<file path="src/rtl/xor_frame_checksum_pkg.sv">
// Shared definitions for the XOR frame checksum engine: FSM encoding and a
// constant-width helper for parametrised counters.
package xor_frame_checksum_pkg;

    typedef enum logic {
        ST_ACCUM = 1'b0,
        ST_HOLD  = 1'b1
    } state_t;

    // Bits needed to index 'value' distinct states (ceil(log2(value))).
    function automatic int clog2(input int value);
        int result;
        int v;
        result = 0;
        v      = value - 1;
        for (int i = 0; i < 32; i++) begin
            if (v > 0) begin
                result = result + 1;
                v      = v >> 1;
            end
        end
        return result;
    endfunction

endpackage

</file>
<file path="src/rtl/xor_word_acc.sv">
// Running XOR accumulator with a saturating word counter and sticky overflow.
// Outputs are the would-be updated values, so the parent can latch a result on the last word.
module xor_word_acc
    import xor_frame_checksum_pkg::*;
#(
    parameter int WIDTH     = 8,
    parameter int MAX_WORDS = 16,
    parameter int CNT_W     = clog2(MAX_WORDS + 1)
) (
    input  logic             clk,
    input  logic             rst,
    input  logic             clear_i,
    input  logic             en_i,
    input  logic [WIDTH-1:0] data_i,
    output logic [WIDTH-1:0] acc_nxt_o,
    output logic [CNT_W-1:0] cnt_nxt_o,
    output logic             ovf_nxt_o
);

    logic [WIDTH-1:0] acc_q, acc_d;
    logic [CNT_W-1:0] cnt_q, cnt_d;
    logic             ovf_q, ovf_d;

    always_comb begin
        acc_d = acc_q ^ data_i;
        cnt_d = cnt_q;
        ovf_d = ovf_q;
        if (cnt_q < CNT_W'(MAX_WORDS)) begin
            cnt_d = cnt_q + CNT_W'(1);
        end else begin
            ovf_d = 1'b1;
        end
    end

    // Clear wins over enable: the last word of a frame is folded into the
    // parent's output registers, not into the next frame.
    always_ff @(posedge clk) begin
        if (rst || clear_i) begin
            acc_q <= '0;
            cnt_q <= '0;
            ovf_q <= 1'b0;
        end else if (en_i) begin
            acc_q <= acc_d;
            cnt_q <= cnt_d;
            ovf_q <= ovf_d;
        end
    end

    assign acc_nxt_o = acc_d;
    assign cnt_nxt_o = cnt_d;
    assign ovf_nxt_o = ovf_d;

endmodule

</file>
<file path="src/rtl/xor_frame_checksum.sv">
// Streaming XOR checksum: folds a valid/ready frame of words into one result
// (sum, parity, count, overflow, compare) held until the consumer accepts it.
//
//   state    | meaning
//   ---------+--------------------------------------------------
//   ST_ACCUM | accepting words, in_ready=1
//   ST_HOLD  | result presented on out_*, waiting for out_ready
module xor_frame_checksum
    import xor_frame_checksum_pkg::*;
#(
    parameter  int WIDTH     = 8,
    parameter  int MAX_WORDS = 16,
    localparam int CNT_W     = clog2(MAX_WORDS + 1)
) (
    input  logic             clk,
    input  logic             rst,
    input  logic             in_valid,
    output logic             in_ready,
    input  logic [WIDTH-1:0] in_data,
    input  logic             in_last,
    input  logic             chk_en,
    input  logic [WIDTH-1:0] chk_value,
    output logic             out_valid,
    input  logic             out_ready,
    output logic [WIDTH-1:0] out_sum,
    output logic             out_parity,
    output logic [CNT_W-1:0] out_count,
    output logic             out_match,
    output logic             out_overflow
);

    state_t           state_q, state_d;
    logic             accept;
    logic             frame_done;

    logic [WIDTH-1:0] sum_d, sum_q;
    logic [CNT_W-1:0] cnt_d, cnt_q;
    logic             ovf_d, ovf_q;
    logic             par_d, par_q;
    logic             match_d, match_q;

    assign in_ready   = (state_q == ST_ACCUM);
    assign out_valid  = (state_q == ST_HOLD);
    assign accept     = in_valid && in_ready;
    assign frame_done = accept && in_last;

    xor_word_acc #(
        .WIDTH     (WIDTH),
        .MAX_WORDS (MAX_WORDS),
        .CNT_W     (CNT_W)
    ) u_acc (
        .clk       (clk),
        .rst       (rst),
        .clear_i   (frame_done),
        .en_i      (accept),
        .data_i    (in_data),
        .acc_nxt_o (sum_d),
        .cnt_nxt_o (cnt_d),
        .ovf_nxt_o (ovf_d)
    );

    assign par_d   = ^sum_d;
    assign match_d = chk_en && (sum_d == chk_value);

    always_comb begin
        state_d = state_q;
        case (state_q)
            ST_ACCUM: if (frame_done) state_d = ST_HOLD;
            ST_HOLD:  if (out_ready)  state_d = ST_ACCUM;
            default:  state_d = ST_ACCUM;
        endcase
    end

    always_ff @(posedge clk) begin
        if (rst) begin
            state_q <= ST_ACCUM;
            sum_q   <= '0;
            cnt_q   <= '0;
            ovf_q   <= 1'b0;
            par_q   <= 1'b0;
            match_q <= 1'b0;
        end else begin
            state_q <= state_d;
            if (frame_done) begin
                sum_q   <= sum_d;
                cnt_q   <= cnt_d;
                ovf_q   <= ovf_d;
                par_q   <= par_d;
                match_q <= match_d;
            end
        end
    end

    assign out_sum      = sum_q;
    assign out_parity   = par_q;
    assign out_count    = cnt_q;
    assign out_match    = match_q;
    assign out_overflow = ovf_q;

endmodule

</file>
<file path="config.mk">
export PLATFORM = sky130hd
export DESIGN_NAME = xor_frame_checksum
export DESIGN_NICKNAME = d
export VERILOG_FILES = /design/src/rtl/xor_frame_checksum_pkg.sv /design/src/rtl/xor_word_acc.sv /design/src/rtl/xor_frame_checksum.sv
export SDC_FILE = /design/constraint.sdc
export NUM_CORES = 1
export LEC_CHECK = 0
export BUFFER_PORTS_ARGS = -buffer_cell sky130_fd_sc_hd__buf_2
export CORE_ASPECT_RATIO = 0.6
export CORE_MARGIN = 2
export CORE_UTILIZATION = 40
export CTS_BUF_LIST = sky130_fd_sc_hd__clkbuf_8
export CTS_CLUSTER_DIAMETER = 40
export DETAILED_ROUTE_END_ITERATION = 6
export GPL_TIMING_DRIVEN = 0
export PLACE_DENSITY = 0.73
export RECOVER_POWER = 25
export REMOVE_ABC_BUFFERS = 1
export SYNTH_ARGS = -nofsm -noshare
export SYNTH_HDL_FRONTEND = slang
export SYNTH_SLANG_ARGS = --single-unit
</file>
<file path="constraint.sdc">
create_clock -name clk -period 1.63 [get_ports clk]
set_clock_uncertainty 0.1 [all_clocks]
set_input_delay 0.2445 -clock clk [delete_from_list [all_inputs] [get_ports clk]]
set_output_delay 0.2445 -clock clk [all_outputs]
set_load 0.01 [all_outputs]
</file>
# Word-level counts from Yosys, hierarchy flattened
# Cells that the tools add are included.
# word_totals
elab_cells	24
regBits	31
input_bits	22
ram_bits	0
latch_bits	0
rom_bits	0
memories	0
output_inout_bits	18
# classes
shift	0
n_addsub	1
n_mul	0
n_eq_ne	1
n_reduce_logical	5
div_mod_pow	0
bitwise_logic	2
muxes	5
n_lt_le_gt_ge	1
# op_table
cell	n
8-bit == test	1
8-bit parity	1
8-bit bitwise XOR	1
5-bit by 1-bit adder with 5-bit output (second input constant)	1
5-bit < comparator (second input constant)	1
5-bit 2-to-1 mux	1
1-bit logical AND	3
1-bit 2-to-1 mux	3
1-bit case mux with 2 select lines	1
1-bit logical OR	1
1-bit inverter	1

# Depth between registers and ports, before layout
# Gate-level depths: netlist of run 1.
# depth
ltp_word	5
mapped_depth	6
ltp_nobuf	5

# By module
# From an unflattened synthesis of run 1, not the netlist that was laid out.
# unflattened
cells_unflattened	167
area_unflattened_um2	1428.9
# modules_own_cells
module	cells_per_inst	instances	seq_area_each_um2	area_per_inst_um2
xor_frame_checksum	91	1	340.3	750.7
xor_word_acc	76	1	280.3	678.2

# Least setup slack after synthesis of run 1
# Ideal clock, no wire load.
# synth_timing
path_kind	register -> register
from	register state_q (netlist: out_valid)
to	register ovf_q (netlist: out_overflow)
arrival_time_ns	1.290
setup_slack_ns	0.181
setup_ns	0.059
path_stages_with_launch	7
path_cell_list	dfxtp_1 -> nor2b_1 -> nand2_1 -> nor2_1 -> buf_2 -> o21ai_1 -> nand2_1
# synth_via
elab_chain_cells	3
# synth_lines
item	line_no	rtl
from (decl)	xor_frame_checksum.sv:32	state_t state_q, state_d;
from (signal assigned)	xor_frame_checksum.sv:83	state_q <= state_d;
1-bit inverter	--	
1-bit logical AND	xor_frame_checksum.sv:44	assign accept = in_valid && in_ready;
1-bit logical AND	xor_frame_checksum.sv:45	assign frame_done = accept && in_last;
to (signal assigned)	xor_frame_checksum.sv:87	ovf_q <= ovf_d;
to (decl)	xor_frame_checksum.sv:38	logic ovf_d, ovf_q;
# Every way passes these cells.
# A chain may end at the register's enable or synchronous reset.

# Worst setup path in the final report of run 1
# layout_timing
from	register u_acc.acc_q[1]
to	register par_q (netlist: out_parity)
# layout_via
elab_chain_cells	2
# layout_lines
item	line_no	rtl
from (decl)	xor_word_acc.sv:20	logic [WIDTH-1:0] acc_q, acc_d;
from (signal assigned)	xor_word_acc.sv:39	acc_q <= '0;
from (signal assigned)	xor_word_acc.sv:43	acc_q <= acc_d;
8-bit bitwise XOR	xor_word_acc.sv:25	acc_d = acc_q ^ data_i;
8-bit parity	xor_frame_checksum.sv:62	assign par_d = ^sum_d;
to (signal assigned)	xor_frame_checksum.sv:88	par_q <= par_d;
to (decl)	xor_frame_checksum.sv:39	logic par_d, par_q;
# Every way passes these cells.

==> flow_summary.toml, run 1 <==
[power_and_ir_drop]
switchingPower_mw = 0.481
power.density_cell_area_mw_per_mm2 = 1010
post-layout-total-power_mw = 1.83
leakage_nw = 0.770
largest_voltage_drop_on_the_vdd_net_uv = 494
power_frac_seq_pct = 45.4
intPower_mw = 1.35
power.combinational.fraction_pct = 19.2
share_clk_of_total_power_pct = 35.3
sw_frac_of_total_pct = 26.3

[routing]
drt_pass1_iterations = 4
drt_via_density = 4.81
avgRoutedWirePerCell_um = 13.0
route.detailed.drc = 0
antenna_left = 0
vias = 1112
number_of_drc_violations_after_detailed_routing_iteration_0 = 29
detail_route.wirelength_mm = 3.00

[clocking]
number_of_buffers_created_by_cts = 5
tritoncts = "done"
path_clk_slew_ns = 0.06
cts.sink_count = 31
cts_buffer_depth = 2
clk_root_buffer_cell = "clkbuf_8"
cts_htree_levels = 2
clock_network_latency_to_the_later_pin_of_the_worst_skew_pair_ns = 0.27
holdBufCountCts = 0

[timing]
timing.final.setup_violations = 0
max_freq_mhz = 662
fin_worst_hold_slack_ns = 0.137
fin_crit_sh_pct = 92.6
period_needed_ns = 1.51
maxSlewHeadroom_pct = 68.3
finalMaxSlewViolations = 0
timing_hold_violations_final = 0
transition_time_at_the_pin_with_the_least_slew_margin_ns = 0.474

[synth]
dominantRegCellSynth = "dfxtp_1"
synth.avg_cell_area_um2 = 10.1
synthesized_instance_count = 139
syn-cell-area_mm2 = 0.00141
synth.distinct_cells = 29
ys_ff_latch = 31
synth-edff-count = 0
yosysWarningCount = 0
ys_seq_area_share_pct = 44.2
async_reset_ff_share_pct = 0

[placed_design]
finalWeightedCongestion = 0.809
detailedPlacementHpwl_mm = 2.12
io_buffer_count = 39

[worst_setup_path]
worst-endpoint-required_ns = 1.69
start_kind = "flop"
worstPathArrival_ns = 1.57
crit_path_max_fanout = 3
timing.setup.critical_path_class = "flop to flop"
worst_setup_path_end_kind = "flop"

[layout]
design.final.nets = 208
antenna_cells_inserted = 0
drive_above_1_share_pct = 28.5
syn_to_final_growth_pct = 28.8

[global_routing]
grt_antenna_before_repair = 0
grt.total_usage_pct = 16.1
vias_in_the_first_global_route = 1053
grt_overflow_total = 0
grt_start_max_net_pins = 17
global_route_wire_length_before_repair_mm = 4.79

[die]
rows = 16
die-area_mm2 = 0.00402
core_area_mm2 = 0.00330
floorplan.io_pins = 40
floorplan.die.width_um = 80.5
die_h_um = 49.9
start_util_pct = 42.5

[outcome]
outcome = "completed"

[job]
max-cap-violations = 0

[min_path]
worst_min_path_class = "input port to flop"
layer usage:
metal  routed length [um]  part of all wire [%]  GRT usage, %
met5                    0                     0             0
met4                    0                     0          5.93
met3                  218                   7.3          5.13
met2                 1250                    42          23.5
met1                 1530                    51          22.1
layout make-up:
cell class,count,area [um^2]
clock buffers,7,96.3
flip-flops and latches,31,621
multi-input cells,102,786
repair buffers,44,243
inverters,1,3.75
well taps,45,56.3
fillers,318,1490
clock inverters,1,3.75
metrics by stage:
step / std cells / util [%] / TNS [ns] / setup WS, ns / cell area (um^2)
finish: 231 / 54.8 / 0 / 0.120 / 1810
detailed placement: 218 / 49.5 / -22.81 / -1.09 / 1640
global placement: 218 / 49.5 / -19.80 / -1.01 / 1640
floorplan: 134 / - / -4.53 / -0.352 / 1390
CTS: 229 / 54.2 / 0 / 0.0139 / 1790
global route: 231 / 54.8 / -0.00152 / -0.00152 / 1810
synth_stat cells, types with 2 or more instances:
cell type / count / area [um^2]
o21ai_0: 2 / 10.0
xor2_2: 8 / 130
xor2_1: 14 / 123
a22o_1: 13 / 114
a21oi_1: 3 / 15.0
nor2_1: 15 / 56.3
clkbuf_1: 4 / 15.0
dfxtp_1: 31 / 621
nand2b_1: 2 / 12.5
nand2_1: 15 / 56.3
xnor2_1: 13 / 114
o21ai_1: 2 / 10.0
worst paths after layout:
kind,start,end,slack [ns],cells past startpoint
hold / removal,chk_en,out_match,0.14,3
hold reg to reg,out_overflow,out_overflow,0.34,2
setup / recovery,u_acc.acc_q[1],out_parity,0.12,5
setup reg to reg,u_acc.acc_q[1],out_parity,0.12,5
power by group through the flow:
| stage | Combinational (mW) | Clock [mW] | Sequential (mW) |
|---|---|---|---|
| final | 0.352 | 0.648 | 0.833 |
| after global routing | 0.390 | 0.697 | 0.837 |
| after CTS | 0.348 | 0.654 | 0.832 |
| after detailed placement | 0.333 | 0 | 0.848 |
| after global placement | 0.325 | 0 | 0.845 |
| after floorplan | 0.224 | 0 | 0.855 |
registers in the layout, indices dropped and copies added (netlist names):
name / flops
out_count: 5
out_match: 1
out_overflow: 1
out_parity: 1
out_sum: 8
out_valid: 1
u_acc.acc_q: 8
u_acc.cnt_q: 5
u_acc.ovf_q: 1
worst max-delay path, cell delays in order, from the launching register on:
cell     delay [ns]
dfxtp_1        0.39
xor2_2         0.28
xnor2_1        0.17
xnor2_2        0.16
xnor2_1        0.13
a22o_1         0.18
logic make-up (layout without fill, tap and decap cells):
| logic type | count (synthesis) | in the layout | share of synthesized area (%) |
|---|---|---|---|
| adder cells (fa/ha/maj) | 1 | 1 | 0.890 |
| flip-flops | 31 | 31 | 44.2 |
| buffers and inverters | 6 | 53 | 1.69 |
| XOR/XNOR | 36 | 36 | 27.2 |
| AND/OR/NAND/NOR | 40 | 40 | 12.5 |
| multiplexers | 1 | 1 | 0.801 |
| AO/OA/AOI/OAI | 24 | 24 | 12.7 |
what timing repair did:
action,4_1_cts,5_1_grt
pin swaps,1,0
setup buffers,3,2
endpoints found under the setup margin,31,16
gates resized for setup,5,1
cloned,0,0
cell usage in the layout, fill, tap and decap left out, drive strengths merged, types with 2 or more instances in the layout:
cell type / count
a21oi: 4
a22o: 13
buf: 32
clkbuf: 19
dfxtp: 31
inv: 2
nand2: 15
nand2b: 2
nor2: 15
o21ai: 4
xnor2: 14
xor2: 22
Power figures use the tool's default switching activity.
==> run 2, diff against run 1 <==
- RECOVER_POWER: 25 -> default
==> run 2 against run 1 <==
Net effect:
- non-clock buffer count unchanged
- critical endpoint unchanged
- setup slack got worse by 0.0095 ns
- first-iteration DRC count increased by 6.9%
- critical path depth unchanged
- critical path type unchanged
- global-route usage unchanged
- via count increased by 0.27%
==> flow_summary.toml, run 2 (synthesis gave the netlist of run 1 again) <==
[outcome]
outcome = "completed"

[placed_design]
finalWeightedCongestion = 0.809
detailedPlacementHpwl_mm = 2.12
io_buffer_count = 39

[routing]
drt_via_density = 4.83
detail_route.wirelength_mm = 3.00
drt_pass1_iterations = 4
vias = 1115
number_of_drc_violations_after_detailed_routing_iteration_0 = 31
avgRoutedWirePerCell_um = 13.0
antenna_left = 0
route.detailed.drc = 0

[clocking]
clk_root_buffer_cell = "clkbuf_8"
cts.sink_count = 31
holdBufCountCts = 0
cts_buffer_depth = 2
tritoncts = "done"
number_of_buffers_created_by_cts = 5
cts_htree_levels = 2
clock_network_latency_to_the_later_pin_of_the_worst_skew_pair_ns = 0.27
path_clk_slew_ns = 0.06

[layout]
syn_to_final_growth_pct = 29.8
layout_commonest_cell = "buf_2"
final_cell_mix = "39 x buf_2, 31 x dfxtp_1, 15 x nand2_1"
design.final.nets = 208
antenna_cells_inserted = 0
fillers = 317
final_core_utilization_pct = 55.2
drive_above_1_share_pct = 34.9

[worst_setup_path]
start_kind = "flop"
critical_path.cell_chain = "xor2_2 -> xnor2_1 -> xnor2_2 -> xnor2_1 -> a22o_1"
worst-path-buf-inv = 0
r2r-end = "out_parity"
worst_path_most_repeated_cell = "xnor2_1"
r2r.worst_path.cells = 5
slowest_delay_ns = 0.39
worst_setup_path_endpoint = "out_parity"
reg2reg_from = "u_acc.acc_q[1]"
setup.worst_path.start = "u_acc.acc_q[1]"
timing.setup.critical_path_class = "flop to flop"
crit_path_max_fanout = 3
worstPathArrival_ns = 1.58
critPathTopFamily = "XOR/XNOR gates"
cp.depth = 5
worst_setup_path_end_kind = "flop"
worst-endpoint-required_ns = 1.69
critical_path.slowest_cell = "dfxtp_1"
r2r_slack_ns = 0.11

[die]
core_area_mm2 = 0.00330
floorplan.io_pins = 40
die-area_mm2 = 0.00402
rows = 16
start_util_pct = 42.5
die_h_um = 49.9
floorplan.die.width_um = 80.5

[power_and_ir_drop]
power_frac_seq_pct = 45.2
switchingPower_mw = 0.483
intPower_mw = 1.36
leakage_nw = 0.820
power.combinational.fraction_pct = 19.5
power.density_cell_area_mw_per_mm2 = 1010
sw_frac_of_total_pct = 26.3
share_clk_of_total_power_pct = 35.2
largest_voltage_drop_on_the_vdd_net_uv = 494

[timing]
max_freq_mhz = 658
maxSlewHeadroom_pct = 68.3
transition_time_at_the_pin_with_the_least_slew_margin_ns = 0.474
finalMaxSlewViolations = 0
timing.final.setup_violations = 0
timing_hold_violations_final = 0
period_needed_ns = 1.52
fin_worst_hold_slack_ns = 0.136
totalNegativeSetupSlack_ns = 0
fin_crit_sh_pct = 93.2

[global_routing]
global_route_wire_length_before_repair_mm = 4.79
vias_in_the_first_global_route = 1053
grt_start_max_net_pins = 17
grt_overflow_total = 0
grt_antenna_before_repair = 0
grt.total_usage_pct = 16.1

[job]
max-cap-violations = 0

[min_path]
worst_min_path_class = "input port to flop"
==> run 2: cell types whose count changed in the layout (fill, tap and decap cells not counted) <==
| cell | previous run | this run |
|---|---|---|
| clkbuf_1 | 12 | 0 |
| buf_2 | 27 | 39 |
==> run 2: how the worst min path moves through the flow <==
stage | start | endpoint | cells after the start
final | chk_en | out_match | 3
after global routing | chk_en | out_match | 3
after CTS | chk_en | out_match | 3
after detailed placement | out_overflow | out_overflow | 2
after global placement | out_overflow | out_overflow | 2
after floorplan | rst | out_count[4] | 1
==> run 2: power groups by stage <==
| stage | clock [mW] | combinational [mW] | sequential, mW |
|---|---|---|---|
| floorplan | 0 | 0.224 | 0.855 |
| detailed placement | 0 | 0.333 | 0.848 |
| global route | 0.697 | 0.395 | 0.836 |
| global placement | 0 | 0.325 | 0.845 |
| CTS | 0.654 | 0.348 | 0.832 |
| finish | 0.648 | 0.359 | 0.832 |
==> run 2: routing by layer <==
metal | global-route usage (%) | vias up | part of all wire, %
li1 | - | 549 | -
met1 | 22.1 | 528 | 51
met2 | 23.5 | 38 | 42
met3 | 5.13 | 0 | 7.5
met4 | 5.93 | 0 | 0
met5 | 0 | - | 0
==> run 2: through the flow <==
| step | instance area [um^2] | power [mW] | setup WS [ns] | instances |
|---|---|---|---|---|
| finish | 1820 | 1.84 | 0.111 | 231 |
| global route | 1820 | 1.93 | -0.00152 | 231 |
| CTS | 1790 | 1.83 | 0.0139 | 229 |
| detailed placement | 1640 | 1.18 | -1.09 | 218 |
| global placement | 1640 | 1.17 | -1.01 | 218 |
| floorplan | 1390 | 1.08 | -0.352 | 134 |
==> run 2: worst min-delay path: stages <==
cell and delay, ns:
buf_2 0.10, nand3_1 0.06, o21ai_1 0.06
==> run 2: final cells by class <==
type / instances / area [um^2] / share of cell area, %
Sequential cell: 31 / 621 / 34.0
Clock buffer: 7 / 96.3 / 5.28
Tap cell: 45 / 56.3 / 3.09
Inverter: 1 / 3.75 / 0.206
Multi-Input combinational cell: 102 / 786 / 43.1
Timing Repair Buffer: 44 / 258 / 14.1
Clock inverter: 1 / 3.75 / 0.206
==> run 2: timing repair <==
item | 4_1_cts | 5_1_grt
pin swaps | 1 | 0
resized for setup | 5 | 1
endpoints found under the setup margin | 31 | 16
setup buffers | 3 | 2
